**src/rtl/hvac_pkg.sv**
```systemverilog
// Shared types and defaults for the HVAC zone arbiter.
// Optional statistics counter is enabled by defining HVAC_ARB_STATS_EN.
package hvac_pkg;

  localparam int NUM_ZONES     = 4;
  localparam int MIN_ON_DEF    = 8;
  localparam int MAX_ON_DEF    = 32;
  localparam int DEAD_TIME_DEF = 4;

  typedef enum logic [1:0] {
    ST_IDLE = 2'd0,
    ST_RUN  = 2'd1,
    ST_DEAD = 2'd2
  } state_t;

  typedef enum logic {
    MODE_HEAT = 1'b0,
    MODE_COOL = 1'b1
  } mode_t;

  function automatic logic [NUM_ZONES-1:0] zone_onehot(input logic [1:0] zone);
    return 4'b0001 << zone;
  endfunction

endpackage

```
**src/rtl/hvac_zone_arbiter_if.sv**
```systemverilog
// Request/grant bundle between the zone thermostats and the arbiter.
// The master side drives the requests; the slave side (arbiter) drives the enables.
interface hvac_zone_arbiter_if;
  import hvac_pkg::*;

  logic [NUM_ZONES-1:0] heat_req;
  logic [NUM_ZONES-1:0] cool_req;
  logic                 heat_on;
  logic                 cool_on;
  logic [NUM_ZONES-1:0] zone_valve;
  logic [1:0]           grant_zone;
  logic                 busy;

  modport master (
    output heat_req, cool_req,
    input  heat_on, cool_on, zone_valve, grant_zone, busy
  );

  modport slave (
    input  heat_req, cool_req,
    output heat_on, cool_on, zone_valve, grant_zone, busy
  );

endinterface

```
**src/rtl/rr_pick4.sv**
```systemverilog
// Combinational round-robin picker over four zones.
// Search starts at last+1 and wraps around to last itself.
module rr_pick4 (
  input  logic [3:0] valid,
  input  logic [1:0] last,
  output logic       found,
  output logic [1:0] idx
);

  logic [3:0] hit;
  logic [1:0] cand [4];

  generate
    for (genvar gi = 0; gi < 4; gi++) begin : g_order
      assign cand[gi] = last + 2'(gi + 1);
      assign hit[gi]  = valid[cand[gi]];
    end
  endgenerate

  // Lowest search offset wins; scan from the far end so the nearest hit overwrites.
  always_comb begin
    found = |hit;
    idx   = cand[3];
    for (int k = 3; k >= 0; k--) begin
      if (hit[k]) idx = cand[k];
    end
  end

endmodule

```
**src/rtl/hvac_zone_arbiter.sv**
```systemverilog
// Grants the shared heater/compressor to one zone at a time with min/max on-time and dead time.
// Define HVAC_ARB_STATS_EN to add the 16-bit saturating grant_count output.
module hvac_zone_arbiter
  import hvac_pkg::*;
#(
  parameter int MIN_ON    = MIN_ON_DEF,
  parameter int MAX_ON    = MAX_ON_DEF,
  parameter int DEAD_TIME = DEAD_TIME_DEF
) (
  input  logic                 clk,
  input  logic                 rst,
  hvac_zone_arbiter_if.slave   bus
`ifdef HVAC_ARB_STATS_EN
  ,
  output logic [15:0]          grant_count
`endif
);

  localparam logic [7:0] MIN_ON_C    = 8'(MIN_ON);
  localparam logic [7:0] MAX_ON_C    = 8'(MAX_ON);
  localparam logic [7:0] DEAD_TIME_C = 8'(DEAD_TIME);

  state_t               state_reg, state_next;
  mode_t                mode_reg, mode_next;
  logic [7:0]           run_cnt_reg, run_cnt_next;
  logic [7:0]           dead_cnt_reg, dead_cnt_next;
  logic [1:0]           last_grant_reg, last_grant_next;
  logic [1:0]           grant_zone_reg, grant_zone_next;
  logic                 heat_on_reg, cool_on_reg, busy_reg;
  logic [NUM_ZONES-1:0] zone_valve_reg;

  logic [NUM_ZONES-1:0] valid;
  logic                 pick_found;
  logic [1:0]           pick_idx;
  logic                 own_valid;
  logic                 others_valid;

  // A zone asking for both heat and cool at once is treated as not asking.
  assign valid = bus.heat_req ^ bus.cool_req;

  assign own_valid = (mode_reg == MODE_HEAT)
                   ? (bus.heat_req[grant_zone_reg] & ~bus.cool_req[grant_zone_reg])
                   : (bus.cool_req[grant_zone_reg] & ~bus.heat_req[grant_zone_reg]);
  assign others_valid = |(valid & ~zone_onehot(grant_zone_reg));

  rr_pick4 u_pick (
    .valid (valid),
    .last  (last_grant_reg),
    .found (pick_found),
    .idx   (pick_idx)
  );

  always_comb begin
    state_next      = state_reg;
    mode_next       = mode_reg;
    run_cnt_next    = run_cnt_reg;
    dead_cnt_next   = dead_cnt_reg;
    last_grant_next = last_grant_reg;
    grant_zone_next = grant_zone_reg;
    case (state_reg)
      ST_IDLE: begin
        if (pick_found) begin
          state_next      = ST_RUN;
          mode_next       = bus.heat_req[pick_idx] ? MODE_HEAT : MODE_COOL;
          run_cnt_next    = 8'd1;
          grant_zone_next = pick_idx;
          last_grant_next = pick_idx;
        end
      end
      ST_RUN: begin
        run_cnt_next = (run_cnt_reg == 8'hFF) ? run_cnt_reg : run_cnt_reg + 8'd1;
        if (((run_cnt_reg >= MIN_ON_C) && !own_valid) ||
            ((run_cnt_reg >= MAX_ON_C) && others_valid)) begin
          state_next    = ST_DEAD;
          dead_cnt_next = 8'd1;
        end
      end
      ST_DEAD: begin
        if (dead_cnt_reg >= DEAD_TIME_C) begin
          state_next    = ST_IDLE;
          dead_cnt_next = 8'd0;
        end else begin
          dead_cnt_next = dead_cnt_reg + 8'd1;
        end
      end
      default: state_next = ST_IDLE;
    endcase
  end

  // Outputs are registered from the next-state view so they line up with state_reg.
  always_ff @(posedge clk) begin
    if (rst) begin
      state_reg      <= ST_IDLE;
      mode_reg       <= MODE_HEAT;
      run_cnt_reg    <= 8'd0;
      dead_cnt_reg   <= 8'd0;
      last_grant_reg <= 2'd3;
      grant_zone_reg <= 2'd0;
      heat_on_reg    <= 1'b0;
      cool_on_reg    <= 1'b0;
      zone_valve_reg <= '0;
      busy_reg       <= 1'b0;
    end else begin
      state_reg      <= state_next;
      mode_reg       <= mode_next;
      run_cnt_reg    <= run_cnt_next;
      dead_cnt_reg   <= dead_cnt_next;
      last_grant_reg <= last_grant_next;
      grant_zone_reg <= grant_zone_next;
      heat_on_reg    <= (state_next == ST_RUN) && (mode_next == MODE_HEAT);
      cool_on_reg    <= (state_next == ST_RUN) && (mode_next == MODE_COOL);
      zone_valve_reg <= (state_next == ST_RUN) ? zone_onehot(grant_zone_next) : '0;
      busy_reg       <= (state_next != ST_IDLE);
    end
  end

  assign bus.heat_on    = heat_on_reg;
  assign bus.cool_on    = cool_on_reg;
  assign bus.zone_valve = zone_valve_reg;
  assign bus.grant_zone = grant_zone_reg;
  assign bus.busy       = busy_reg;

`ifdef HVAC_ARB_STATS_EN
  logic [15:0] grant_count_reg;

  always_ff @(posedge clk) begin
    if (rst) begin
      grant_count_reg <= 16'd0;
    end else if ((state_reg == ST_IDLE) && (state_next == ST_RUN) &&
                 (grant_count_reg != 16'hFFFF)) begin
      grant_count_reg <= grant_count_reg + 16'd1;
    end
  end

  assign grant_count = grant_count_reg;
`endif

endmodule

```
**src/flat_wrapper.sv**
```systemverilog
// flat-port wrapper written by rule: the top's interface ports become plain ports
module hvac_zone_arbiter_flat import hvac_pkg::*;
#(
  parameter int MIN_ON    = MIN_ON_DEF,
  parameter int MAX_ON    = MAX_ON_DEF,
  parameter int DEAD_TIME = DEAD_TIME_DEF
)
  (clk, rst, bus_heat_req, bus_cool_req, bus_heat_on, bus_cool_on, bus_zone_valve, bus_grant_zone, bus_busy);
  hvac_zone_arbiter_if bus_i ();
  input  logic clk;
  input  logic rst;
  input wire logic [$bits(bus_i.heat_req)-1:0] bus_heat_req;
  input wire logic [$bits(bus_i.cool_req)-1:0] bus_cool_req;
  output wire logic [$bits(bus_i.heat_on)-1:0] bus_heat_on;
  output wire logic [$bits(bus_i.cool_on)-1:0] bus_cool_on;
  output wire logic [$bits(bus_i.zone_valve)-1:0] bus_zone_valve;
  output wire logic [$bits(bus_i.grant_zone)-1:0] bus_grant_zone;
  output wire logic [$bits(bus_i.busy)-1:0] bus_busy;
  assign bus_i.heat_req = bus_heat_req;
  assign bus_i.cool_req = bus_cool_req;
  assign bus_heat_on = bus_i.heat_on;
  assign bus_cool_on = bus_i.cool_on;
  assign bus_zone_valve = bus_i.zone_valve;
  assign bus_grant_zone = bus_i.grant_zone;
  assign bus_busy = bus_i.busy;
  hvac_zone_arbiter #(.MIN_ON(MIN_ON), .MAX_ON(MAX_ON), .DEAD_TIME(DEAD_TIME)) u_core (.clk(clk), .rst(rst), .bus(bus_i));
endmodule
```
**config.mk**
```make
export PLATFORM = sky130hd
export DESIGN_NAME = hvac_zone_arbiter_flat
export DESIGN_NICKNAME = d
export VERILOG_FILES = /design/src/rtl/hvac_pkg.sv /design/src/rtl/hvac_zone_arbiter_if.sv /design/src/rtl/rr_pick4.sv /design/src/rtl/hvac_zone_arbiter.sv /design/src/flat_wrapper.sv
export SDC_FILE = /design/constraint.sdc
export NUM_CORES = 1
export LEC_CHECK = 0
export CORE_UTILIZATION = 54
export CTS_CLUSTER_SIZE = 40
export DETAILED_ROUTE_END_ITERATION = 12
export GPL_ROUTABILITY_DRIVEN = 1
export PLACE_DENSITY = 0.77
export SYNTH_ARGS = -nofsm -noshare
export SYNTH_HDL_FRONTEND = slang
export SYNTH_SLANG_ARGS = --single-unit
```
**constraint.sdc**
```tcl
create_clock -name clk -period 4.15 [get_ports clk]
set_clock_uncertainty 0.05 [all_clocks]
set_input_delay 0.415 -clock clk [delete_from_list [all_inputs] [get_ports clk]]
set_output_delay 0.415 -clock clk [all_outputs]
set_load 0.005 [all_outputs]
```
* Yosys cells after proc, flatten, opt, wreduce, memory -nomap -nowiden
Index checks and enable logic that the tools add are counted.
** Storage, ports and cells
- Flip-flop bits (word level) :: 30
- Input bits :: 10
- Output and inout bits :: 9
- Logic and storage cells :: 91
** Operators by class
- Shift operators :: 2
- Mux-type cells :: 33
- Order comparisons :: 9
- Reduce and logical (&&, ||, !) cells :: 16
- Bitwise logic cells :: 9
- Eq/ne operators :: 7
- Add/sub/neg operators :: 5
** Operators by type and width (number)
- 8-bit 2-to-1 mux :: 4
- 8-bit case mux with 2 select lines :: 2
- 2-bit by 3-bit less-than comparator with 1-bit output (second input constant) :: 6
- 8-bit by 1-bit adder with 8-bit output (second input constant) :: 2
- 2-bit 2-to-1 mux :: 8
- 1-bit binary-select mux with 2-bit select :: 7
- 1-bit 2-to-1 mux :: 11
- 8-bit equality test (second input constant) :: 1
- 8-bit by 3-bit >= comparator with 1-bit output (second input constant) :: 1
- 8-bit by 4-bit >= comparator with 1-bit output (second input constant) :: 1
- 8-bit by 6-bit >= comparator with 1-bit output (second input constant) :: 1
- 4-bit OR reduction :: 2
- 1-bit by 2-bit left shift with 4-bit output (first input constant) :: 2
- 2-bit case mux with 3 select lines :: 1
- 2-bit nonzero test :: 3
- 2-bit adder (second input constant) :: 2
- 4-bit bitwise AND :: 1
- 2-bit by 1-bit equality test with 1-bit output (second input constant) :: 2
- 1-bit logical AND :: 4
- 2-bit by 1-bit inequality test with 1-bit output (second input constant) :: 2
- 1-bit NOT :: 4
- 4-bit NOT :: 1
- 2-bit AND reduction :: 2
- 4-bit XOR :: 1
- other kinds (9) :: 10

* Longest topological paths before layout
Gate-level depths: netlist (run 1).
- Word-level depth :: 13
- Mapped depth :: 7
- Mapped depth without buffers :: 7

* Cells and area by module
From an unflattened synthesis (run 1), not the netlist that was laid out.
** Second synthesis, totals
- Cell total of the unflattened synthesis :: 180
- Area, all modules :: 1524.0 sq um
** By module, submodules not included
- hvac_zone_arbiter :: instances 1, area an instance 1441.4 sq um, sequential area each 600.6 sq um, cells an instance 166
- rr_pick4 :: instances 1, area an instance 82.6 sq um, sequential area each 0.0 sq um, cells an instance 14

* Worst setup path after synthesis (run 1)
Ideal clock, no wire load.
- Path type :: input-to-reg
- From :: input port bus_heat_req[1]
- To :: register u_core.dead_cnt_reg[2]
- Library setup time :: 0.117 ns
- Slack :: 2.223 ns
- Stages :: 7
- Buffers on the path :: 1
- Arrival :: 1.760 ns
- Required time :: 3.983 ns
- Cells stage by stage :: buf_6 -> nor4b_1 -> a31oi_1 -> nor4bb_2 -> nor3_2 -> o21a_4 -> a22o_1
** On the way
- Longest elaborated chain between the ends :: 10
- Elaborated cells between the ends (all ways) :: 15
- Classes of those cells :: 1 x eq/ne; 3 x mux; 5 x bitwise; 6 x reduce/logical
** Ends and longest elaborated chain
- start, declared :: line flat_wrapper.sv:12 : input wire logic [$bits(bus_i.heat_req)-1:0] bus_heat_req;
- 1-bit binary-select mux with 2-bit select :: line hvac_zone_arbiter.sv:42, hvac_zone_arbiter.sv:43
- 1-bit 2-to-1 mux (implied by the code) :: line hvac_zone_arbiter.sv:42, hvac_zone_arbiter.sv:43
- 1-bit NOT :: line hvac_zone_arbiter.sv:43 : : (bus.cool_req[grant_zone_reg] & ~bus.heat_req[grant_zone_reg]);
- 1-bit bitwise AND :: line hvac_zone_arbiter.sv:43
- 1-bit 2-to-1 mux :: line hvac_zone_arbiter.sv:42 : ? (bus.heat_req[grant_zone_reg] & ~bus.cool_req[grant_zone_reg])
- 1-bit logical NOT :: line hvac_zone_arbiter.sv:72 : if (((run_cnt_reg >= MIN_ON_C) && !own_valid) ||
- 1-bit logical AND :: line hvac_zone_arbiter.sv:72
- 1-bit logical OR * :: line hvac_zone_arbiter.sv:72
- 2-bit by 1-bit inequality test with 1-bit output (no source line) *
- 2-bit AND reduction (no source line) *
- end signal, assigned :: line hvac_zone_arbiter.sv:107 : dead_cnt_reg <= dead_cnt_next;
- end, declared :: line hvac_zone_arbiter.sv:26 : logic [7:0] dead_cnt_reg, dead_cnt_next;
Every way passes the cells marked *; elsewhere a longest branch is shown, timed or not. The select of a mux whose other input is x is not followed.
A chain may end at the register's enable or synchronous reset.

* Worst setup path after layout (run 1)
- From :: input port bus_heat_req[3]
- To :: register u_core.run_cnt_reg[3]
** On the way
- Longest elaborated chain between the ends :: 6
- Elaborated cells between the ends (all ways) :: 12
- Classes of those cells :: 1 x eq/ne; 8 x mux; 1 x bitwise; 2 x reduce/logical
** Ends and longest elaborated chain
- 4-bit XOR * :: line hvac_zone_arbiter.sv:39 : assign valid = bus.heat_req ^ bus.cool_req;
- 1-bit binary-select mux with 2-bit select :: line rr_pick4.sv:16 : assign hit[gi] = valid[cand[gi]];
- 1-bit 2-to-1 mux (implied by the code) :: line rr_pick4.sv:16
- 4-bit OR reduction * :: line rr_pick4.sv:22 : found = |hit;
- 2-bit by 1-bit inequality test with 1-bit output (no source line) *
- 3-bit AND reduction (no source line) *
- end signal, assigned :: line hvac_zone_arbiter.sv:106 : run_cnt_reg <= run_cnt_next;
- end, declared :: line hvac_zone_arbiter.sv:25 : logic [7:0] run_cnt_reg, run_cnt_next;
Marks and branches as above.

==> results.py, run 1 <==
metrics = {
    "critical_path": {
        "path_common_cell": "xnor2_1",
        "cpMaxStageDelayCell": "clkdlybuf4s50_1",
        "max_stage_delay_ns": 0.57,
        "critPathKind": "in -> reg",
        "cp-end-kind": "register",
        "arrival_ns": 2.49,
        "ff2ff_setup_slack_ns": 2.02,
        "worstPathRequired_ns": 4.32,
        "crit_family": "XOR/XNOR gates",
        "crit_chain": "clkdlybuf4s50_1 -> xnor2_1 -> nand4_1 -> o211ai_2 -> nor3_1 -> xnor2_1 -> nor2_1",
        "path_buf_inv": 1,
        "crit_path_start_kind": "primary input",
        "crit_fanout": 9,
    },
    "final_layout": {
        "stdcell_area_um2": 1990,
        "fillers": 265,
        "fin_nets": 230,
        "syn2layout_area_growth_pct": 15.7,
        "final_cells": 260,
        "n_antenna_cell": 0,
        "final_cell_mix": "dfxtp_1, nor2_1, clkdlybuf4s50_1",
        "post-route-util": 0.658,
        "drive_above_1_share": 0.0926,
        "layout_commonest_cell": "dfxtp_1",
    },
    "yosys": {
        "ys_async_sr_fraction": 0,
        "postSynthCellCount": 199,
        "syn_area_per_cell_um2": 8.65,
        "yosys_most_used_dff": "dfxtp_1",
        "yosys_warnings": 0,
        "synth_adder_area_share": 0.0291,
        "seq_area_frac_synth": 0.349,
        "ys_ff_latch": 30,
        "yosys.area_share.xor_xnor": 0.0756,
        "synth_cell_types": 58,
        "synthSimpleGateAreaFrac": 0.268,
        "synth_top_cell_area_share": 0.349,
        "synth_top_family_by_area": "simple AND/OR/NAND/NOR gates",
        "syn_nets": 213,
        "synth.area.top_cells": "dfxtp_1, xnor2_1, nor2_1",
        "synth_top_cell_by_area": "dfxtp_1",
        "syn_area_um2": 1720,
        "synth_edf_count": 0,
        "synth_compound_area_frac": 0.207,
        "muxShareOfSynthArea": 0.0182,
    },
    "routing": {
        "finalWirelength_mm": 3.64,
        "routed-wl-met3_um": 261,
        "via_count": 1515,
        "firstDrtPassIters": 7,
        "drtAntennaViolNets": 0,
        "wl_met1_mm": 1.60,
        "first_iter_violations": 74,
        "drt-wirelength-per-cell_um": 14.0,
        "top_layer_used": "met4",
        "viasPerCell": 5.83,
        "drc_errors": 0,
        "wl_met2_mm": 1.70,
    },
    "timing": {
        "setup_viol": 0,
        "worstMarginPinSlew_ns": 0.551,
        "fin_crit_sh": 0.559,
        "finalCriticalPeriod_ns": 2.32,
        "rsz0062_at_grt": "false",
        "slew_viol_final": 0,
        "tns_ns": 0,
        "timing.fmax_ghz": 0.431,
        "hold_violations": 0,
        "timing.final.ws_setup_ns": 1.83,
        "maxSlewHeadroom": 0.632,
    },
    "clocking": {
        "h-tree-depth": 2,
        "clock_path_buffers": 2,
        "clkTransAtPathRegs_ns": 0.10,
        "root_buffer": "clkbuf_4",
        "cts_tree": "done",
        "clock_latency_ns": 0.33,
        "hold_buffers": 0,
        "post-cts-setup-buffers": 0,
        "cts_resized": 0,
        "cts.sink_count": 30,
        "cts_buffers": 5,
    },
    "flow_run": {
        "cap_viol_max_count": 0,
    },
    "grt": {
        "grt_max_degree": 17,
        "grt_pass1_wl_mm": 5.82,
        "antenna_found_initial": 0,
        "grt_usage": 0.230,
        "grt_pass1_vias": 1308,
        "overflow": 0,
    },
    "placement": {
        "postPlaceCellArea_um2": 1910,
        "pre_cts_ws_ns": 1.53,
        "portBuffers": 18,
        "hpwl_mm": 2.76,
        "post-place-cells": 253,
        "place.gp.congestion": 0.956,
    },
    "floorplanning": {
        "io_pins": 19,
        "start_util": 0.569,
        "placementRows": 20,
        "die_y_um": 58.5,
        "dieArea_um2": 3420,
        "core_um2": 3030,
        "die_w_um": 58.5,
    },
    "pwr": {
        "p_leak_nw": 0.709,
        "p_per_area_nw_per_um2": 398,
        "peakVddDrop_mv": 0.261,
    },
    "outcome": {
        "run_status": "finished clean",
    },
    "worst_hold_path": {
        "hp-class": "reg -> reg",
    },
}
[kinds of logic (layout without fill, tap and decap cells)]
family | Yosys count | after routing
and+or+nand+nor | 83 | 83
adders and majority gates | 4 | 4
muxes | 3 | 3
AOI/OAI and AO/OA | 45 | 45
DFF | 30 | 30
xor gates and xnor gates | 14 | 14
buffers and inverters | 20 | 37
[layer usage]
metal	vias up	GRT usage
li1	738	-
met1	701	0.285
met2	63	0.371
met3	13	0.0747
met4	0	0.0918
met5	-	0
[cell usage after synthesis, types with 3 or more instances]
| master | count |
|---|---|
| a21oi_1 | 7 |
| nor3_1 | 6 |
| inv_1 | 12 |
| ha_1 | 4 |
| dfxtp_1 | 30 |
| nor2_1 | 23 |
| a31oi_1 | 3 |
| clkbuf_1 | 4 |
| o21ai_0 | 5 |
| o22ai_1 | 5 |
| xor2_1 | 3 |
| o32ai_1 | 3 |
| nand2_1 | 12 |
| and2_1 | 6 |
| a211oi_1 | 3 |
| xnor2_1 | 10 |
| nand2b_1 | 8 |
| nand3_1 | 5 |
[path summary, 6_finish.rpt]
check / start / cells past startpoint / to
setup / recovery: bus_heat_req[3] / 7 / u_core.run_cnt_reg[3]
hold / removal: u_core.dead_cnt_reg[7] / 1 / u_core.dead_cnt_reg[7]
setup reg to reg: u_core.bus.grant_zone[1] / 6 / u_core.dead_cnt_reg[1]
hold reg to reg: u_core.dead_cnt_reg[7] / 1 / u_core.dead_cnt_reg[7]
[cell type report]
class,instances,area [um^2],share of cell area
Multi-Input combinational cell,149,1030,0.517
Clock inverter,1,30.0,0.0151
Sequential cell,30,601,0.302
Timing Repair Buffer,18,180,0.0905
Inverter,12,45.0,0.0226
Clock buffer,6,51.3,0.0258
Tap cell,44,55.1,0.0276
[per-stage QoR]
stage	hold slack, ns	total power, mW
3_5_place_dp	0.397	0.556
3_3_place_gp	0.396	0.550
4_1_cts	0.421	0.797
2_1_floorplan	0.381	0.483
6_report	0.417	0.792
5_1_grt	0.441	0.830
[power by group]
part / internal, mW / switching (mW)
Clock: 0.140 / 0.0984
Combinational: 0.0995 / 0.107
Sequential: 0.314 / 0.0328
[worst register-to-register path, stage by stage, from the launching register on]
cell      delay, ns
dfxtp_1        0.58
nand2b_1       0.22
o32ai_1        0.11
nor4bb_2       0.48
nor3_2         0.12
o21a_4         0.24
a22o_1         0.23
Note: power is estimated with default switching activity, not from simulation.
==> run 2: changes to the inputs <==
Clock period 4.15 ns to 2.2 ns, I/O delays scaled along.
==> run 2 against run 1 <==
  * First-iteration DRC count increased by 30%
  * Critical path depth fell by 1
  * Register-to-register slack got worse by 1.9 ns
  * Routed wire length rose by 5.7%
  * Non-clock buffer count grew 19
  * Count of clock-buffer cells in the layout stayed put
  * Final cell count grew 6.9%
  * Critical endpoint is now u_core.bus.cool_on
  * Largest cell class unchanged
  * Power increased by 77%
  * Sequential power is 88% higher
==> results.py, run 2 (synthesized netlist as in run 1, its figures left out) <==
metrics = {
    "outcome": {
        "run_status": "finished clean",
    },
    "pwr": {
        "peakVddDrop_mv": 0.533,
        "p_per_area_nw_per_um2": 664,
        "p_leak_nw": 0.791,
    },
    "timing": {
        "setup_viol": 0,
        "timing.fmax_ghz": 0.487,
        "worstMarginPinSlew_ns": 0.498,
        "maxSlewHeadroom": 0.665,
        "hold_ws_ns": 0.417,
        "slew_viol_final": 0,
        "finalCriticalPeriod_ns": 2.05,
        "rsz0062_at_grt": "false",
        "hold_violations": 0,
        "fin_crit_sh": 0.934,
    },
    "placement": {
        "hpwl_mm": 2.95,
        "post-place-cells": 272,
        "place.gp.congestion": 0.852,
        "portBuffers": 18,
    },
    "clocking": {
        "h-tree-depth": 2,
        "cts.sink_count": 30,
        "clock_path_buffers": 2,
        "cts_tree": "done",
        "clkTransAtPathRegs_ns": 0.08,
        "root_buffer": "clkbuf_4",
        "hold_buffers": 0,
        "clock_latency_ns": 0.33,
        "cts_buffers": 5,
    },
    "grt": {
        "grt_max_degree": 13,
        "grt_pass1_wl_mm": 6.49,
        "antenna_found_initial": 0,
        "grt_usage": 0.255,
        "overflow": 0,
        "grt_pass1_vias": 1461,
    },
    "routing": {
        "firstDrtPassIters": 4,
        "viasPerCell": 5.64,
        "drtAntennaViolNets": 0,
        "drc_errors": 0,
        "via_count": 1567,
        "finalWirelength_mm": 3.84,
        "first_iter_violations": 96,
        "drt-wirelength-per-cell_um": 13.8,
    },
    "critical_path": {
        "crit_fanout": 4,
        "worstPathRequired_ns": 2.41,
        "cp-end-kind": "register",
        "critPathKind": "reg -> reg",
        "arrival_ns": 2.27,
        "crit_path_start_kind": "register",
    },
    "floorplanning": {
        "dieArea_um2": 3420,
        "die_w_um": 58.5,
        "core_um2": 3030,
        "die_y_um": 58.5,
        "start_util": 0.569,
        "placementRows": 20,
        "io_pins": 19,
    },
    "final_layout": {
        "final_cells": 278,
        "final_cell_mix": "dfxtp_1, nor2_1, buf_4",
        "layout_commonest_cell": "dfxtp_1",
        "fin_nets": 249,
        "n_antenna_cell": 0,
        "drive_above_1_share": 0.162,
        "syn2layout_area_growth_pct": 22.6,
    },
    "flow_run": {
        "cap_viol_max_count": 0,
    },
    "worst_hold_path": {
        "hp-class": "reg -> reg",
    },
}
[run 2: cell count changes in the layout (fill, tap and decap cells not counted)]
cell / before / now
bufinv_16: 1 / 0
nor3_4: 0 / 1
buf_4: 0 / 19
nor3_2: 2 / 1
[run 2: power by group]
group	internal [mW]	switching [mW]
clock network	0.144	0.176
registers	0.593	0.0591
logic	0.221	0.208
total	0.958	0.443
[run 2: final timing paths]
kind	start	cells after the start	to	slack [ns]
worst max register to register	u_core.run_cnt_reg[5]	6	u_core.bus.cool_on	0.15
worst min-delay path	u_core.dead_cnt_reg[5]	1	u_core.dead_cnt_reg[5]	0.42
worst min register to register	u_core.dead_cnt_reg[5]	1	u_core.dead_cnt_reg[5]	0.42
worst max-delay path	u_core.run_cnt_reg[5]	6	u_core.bus.cool_on	0.15
[run 2: final cells by class]
type / instances / area, um^2
Clock buffer: 6 / 51.3
Fill cell: 248 / 917
Inverter: 12 / 45.0
Multi-Input combinational cell: 149 / 1040
Sequential cell: 30 / 601
Tap cell: 44 / 55.1
Timing Repair Buffer: 37 / 323
[run 2: worst max-delay path, cell delays in order (launching register included)]
cell and delay (ns):
dfxtp_1 0.35, or3_1 0.46, nor3_4 0.21, nor4bb_2 0.10
buf_4 0.16, o41ai_4 0.43, nor3b_2 0.23
[run 2: stage by stage]
| step | setup TNS, ns | area (um^2) | power, mW | utilization | setup slack (ns) |
|---|---|---|---|---|---|
| 6_report | 0 | 2110 | 1.40 | 0.697 | 0.145 |
| 5_1_grt | 0 | 2110 | 1.48 | 0.697 | 0.0199 |
| 4_1_cts | 0 | 2100 | 1.41 | 0.695 | 0.0711 |
| 3_5_place_dp | -1.71 | 2050 | 1.09 | 0.678 | -0.127 |
| 3_3_place_gp | -0.753 | 2050 | 1.08 | 0.678 | -0.101 |
| 2_1_floorplan | 0 | 1720 | 0.911 | - | 0.394 |
[run 2: timing repair]
item                       4_1_cts  5_1_grt
setup buffers                    0        0
setup endpoints to repair        0        4
gates resized for setup          0        1
[run 2: routing by layer]
metal | track usage | vias up | wire length (um)
met2 | 0.383 | 52 | 1720
li1 | - | 780 | -
met5 | 0 | - | 0
met4 | 0.112 | 0 | 98
met1 | 0.342 | 723 | 1800
met3 | 0.0747 | 12 | 224
==> run 3: changes to the inputs <==
Settings changed: CELL_PAD_IN_SITES_DETAIL_PLACEMENT set to 0, CELL_PAD_IN_SITES_GLOBAL_PLACEMENT set to 2, CORE_UTILIZATION 54 to 34, PLACE_DENSITY 0.77 to unset, PLACE_DENSITY_LB_ADDON set to 0.1.
==> run 3 against run 2 <==
  * Final area rose by 7.6%
  * Via count is 2.9% lower
  * Highest routed layer unchanged
  * Clock power grew 120%
  * Power rose by 28%
  * Final cell count up 11%
  * Routed wire length rose by 1.9%
  * Critical path depth rose by 2
  * Sequential share of layout area decreased by 2.0 points
  * Global-route usage down 8.7 points
  * Core utilization fell by 22 points
  * Die area is 57% higher
  * Largest power group is now the clock network
  * Worst setup slack lost 0.063 ns
==> results.py, run 3 (synthesized netlist as in run 1, its figures left out) <==
metrics = {
    "clocking": {
        "clock_latency_ns": 0.28,
        "root_buffer": "clkbuf_8",
        "hold_buffers": 0,
        "cts_tree": "done",
        "clock_path_buffers": 2,
        "cts_resized": 0,
        "cts.sink_count": 30,
        "h-tree-depth": 2,
        "cts_buffers": 5,
        "post-cts-setup-buffers": 0,
        "clkTransAtPathRegs_ns": 0.07,
    },
    "final_layout": {
        "drive_above_1_share": 0.195,
        "multi_input_area_um2": 1040,
        "syn2layout_area_growth_pct": 31.9,
        "fillers": 487,
        "fin_nets": 254,
        "n_antenna_cell": 0,
        "seq_area_um2": 602,
        "final_cells": 308,
        "final_cell_mix": "dfxtp_1, buf_4, nor2_1",
        "layout_commonest_cell": "dfxtp_1",
    },
    "floorplanning": {
        "placementRows": 25,
        "die_w_um": 73.2,
        "die_y_um": 73.2,
        "start_util": 0.360,
        "core_um2": 4790,
        "dieArea_um2": 5350,
        "io_pins": 19,
    },
    "critical_path": {
        "critPathKind": "in -> reg",
        "ff2ff_setup_slack_ns": 0.19,
        "arrival_ns": 2.29,
        "cp-end-kind": "register",
        "max_stage_delay_ns": 0.61,
        "cpMaxStageDelayCell": "clkdlybuf4s50_1",
        "crit_fanout": 5,
        "crit_path_start_kind": "primary input",
        "worstPathRequired_ns": 2.37,
        "crit_chain": "clkdlybuf4s50_1 -> inv_1 -> o32ai_1 -> nor4bb_2 -> buf_4 -> o41ai_4 -> nand2_1 -> nor2_1",
    },
    "pwr": {
        "p_total_mw": 1.79,
        "swShare": 0.266,
        "p_seq_frac": 0.364,
        "p_per_area_nw_per_um2": 788,
        "p_clk_frac": 0.384,
        "p_sw_mw": 0.475,
        "intPower_mw": 1.31,
        "combPwrFrac": 0.251,
        "peakVddDrop_mv": 0.419,
        "p_leak_nw": 0.859,
    },
    "grt": {
        "groute.layer.met3.usage": 0.0470,
        "use_met1": 0.210,
        "grt-busiest-layer": "met2",
        "grt_pass1_vias": 1494,
        "overflow": 0,
        "use_met2": 0.272,
        "grt_max_degree": 13,
        "grt_usage": 0.168,
        "grt_pass1_wl_mm": 6.80,
        "antenna_found_initial": 0,
    },
    "placement": {
        "portBuffers": 18,
        "hpwl_mm": 3.05,
        "place.gp.congestion": 0.844,
        "pre_cts_ws_ns": -0.152,
        "post-place-cells": 300,
    },
    "routing": {
        "drc_errors": 0,
        "via_count": 1522,
        "drtAntennaViolNets": 0,
        "first_iter_violations": 83,
        "finalWirelength_mm": 3.92,
        "firstDrtPassIters": 4,
        "viasPerCell": 4.94,
        "drt-wirelength-per-cell_um": 12.7,
    },
    "timing": {
        "setup_viol": 0,
        "timing.final.ws_setup_ns": 0.0820,
        "finalCriticalPeriod_ns": 2.12,
        "maxSlewHeadroom": 0.679,
        "timing.fmax_ghz": 0.472,
        "tns_ns": 0,
        "slew_viol_final": 0,
        "fin_crit_sh": 0.963,
        "worstMarginPinSlew_ns": 0.478,
        "hold_violations": 0,
    },
    "outcome": {
        "run_status": "finished clean",
    },
    "flow_run": {
        "cap_viol_max_count": 0,
    },
    "worst_hold_path": {
        "hp-class": "reg -> reg",
    },
}
## run 3: power groups by stage
stage / logic (mW) / clock network [mW] / registers, mW
detailed placement: 0.448 / 0 / 0.664
finish: 0.449 / 0.688 / 0.652
global placement: 0.447 / 0 / 0.664
global route: 0.498 / 0.739 / 0.662
floorplan: 0.274 / 0 / 0.638
CTS: 0.450 / 0.703 / 0.652
## run 3: through the flow
| step | hold slack [ns] | instance area [um^2] | utilization |
|---|---|---|---|
| 4_1_cts | 0.414 | 2260 | 0.473 |
| 3_5_place_dp | 0.398 | 2120 | 0.443 |
| 2_1_floorplan | 0.381 | 1720 | - |
| 5_1_grt | 0.439 | 2270 | 0.475 |
| 3_3_place_gp | 0.393 | 2120 | 0.443 |
| 6_report | 0.409 | 2270 | 0.475 |
## run 3: path summary, 6_finish.rpt
check / startpoint / to / cells after the start
max: bus_cool_req[1] / u_core.bus.zone_valve[3] / 8
min: u_core.dead_cnt_reg[6] / u_core.dead_cnt_reg[6] / 1
max reg2reg: u_core.mode_reg / u_core.bus.zone_valve[3] / 7
min reg2reg: u_core.dead_cnt_reg[6] / u_core.dead_cnt_reg[6] / 1
## run 3: layer usage
| metal | routed length, um | vias to the layer above | part of all wire |
|---|---|---|---|
| li1 | - | 785 | - |
| met1 | 1840 | 699 | 0.47 |
| met2 | 1850 | 31 | 0.47 |
| met3 | 156 | 7 | 0.040 |
| met4 | 72 | 0 | 0.018 |
| met5 | 0 | - | 0 |
## run 3: critical path: cells and delay by family
family | cells | cell delay [ns]
buffers and inverters | 3 | 0.90
AOI/OAI and AO/OA | 2 | 0.79
and+or+nand+nor | 3 | 0.38
## run 3: layout make-up
cell class                      instances  share of cell area
Clock inverter                          2              0.0264
Timing Repair Buffer                   42               0.159
Sequential cell                        30               0.265
Inverter                               12              0.0198
Tap cell                               67              0.0369
Multi-Input combinational cell        149               0.457
Clock buffer                            6              0.0364
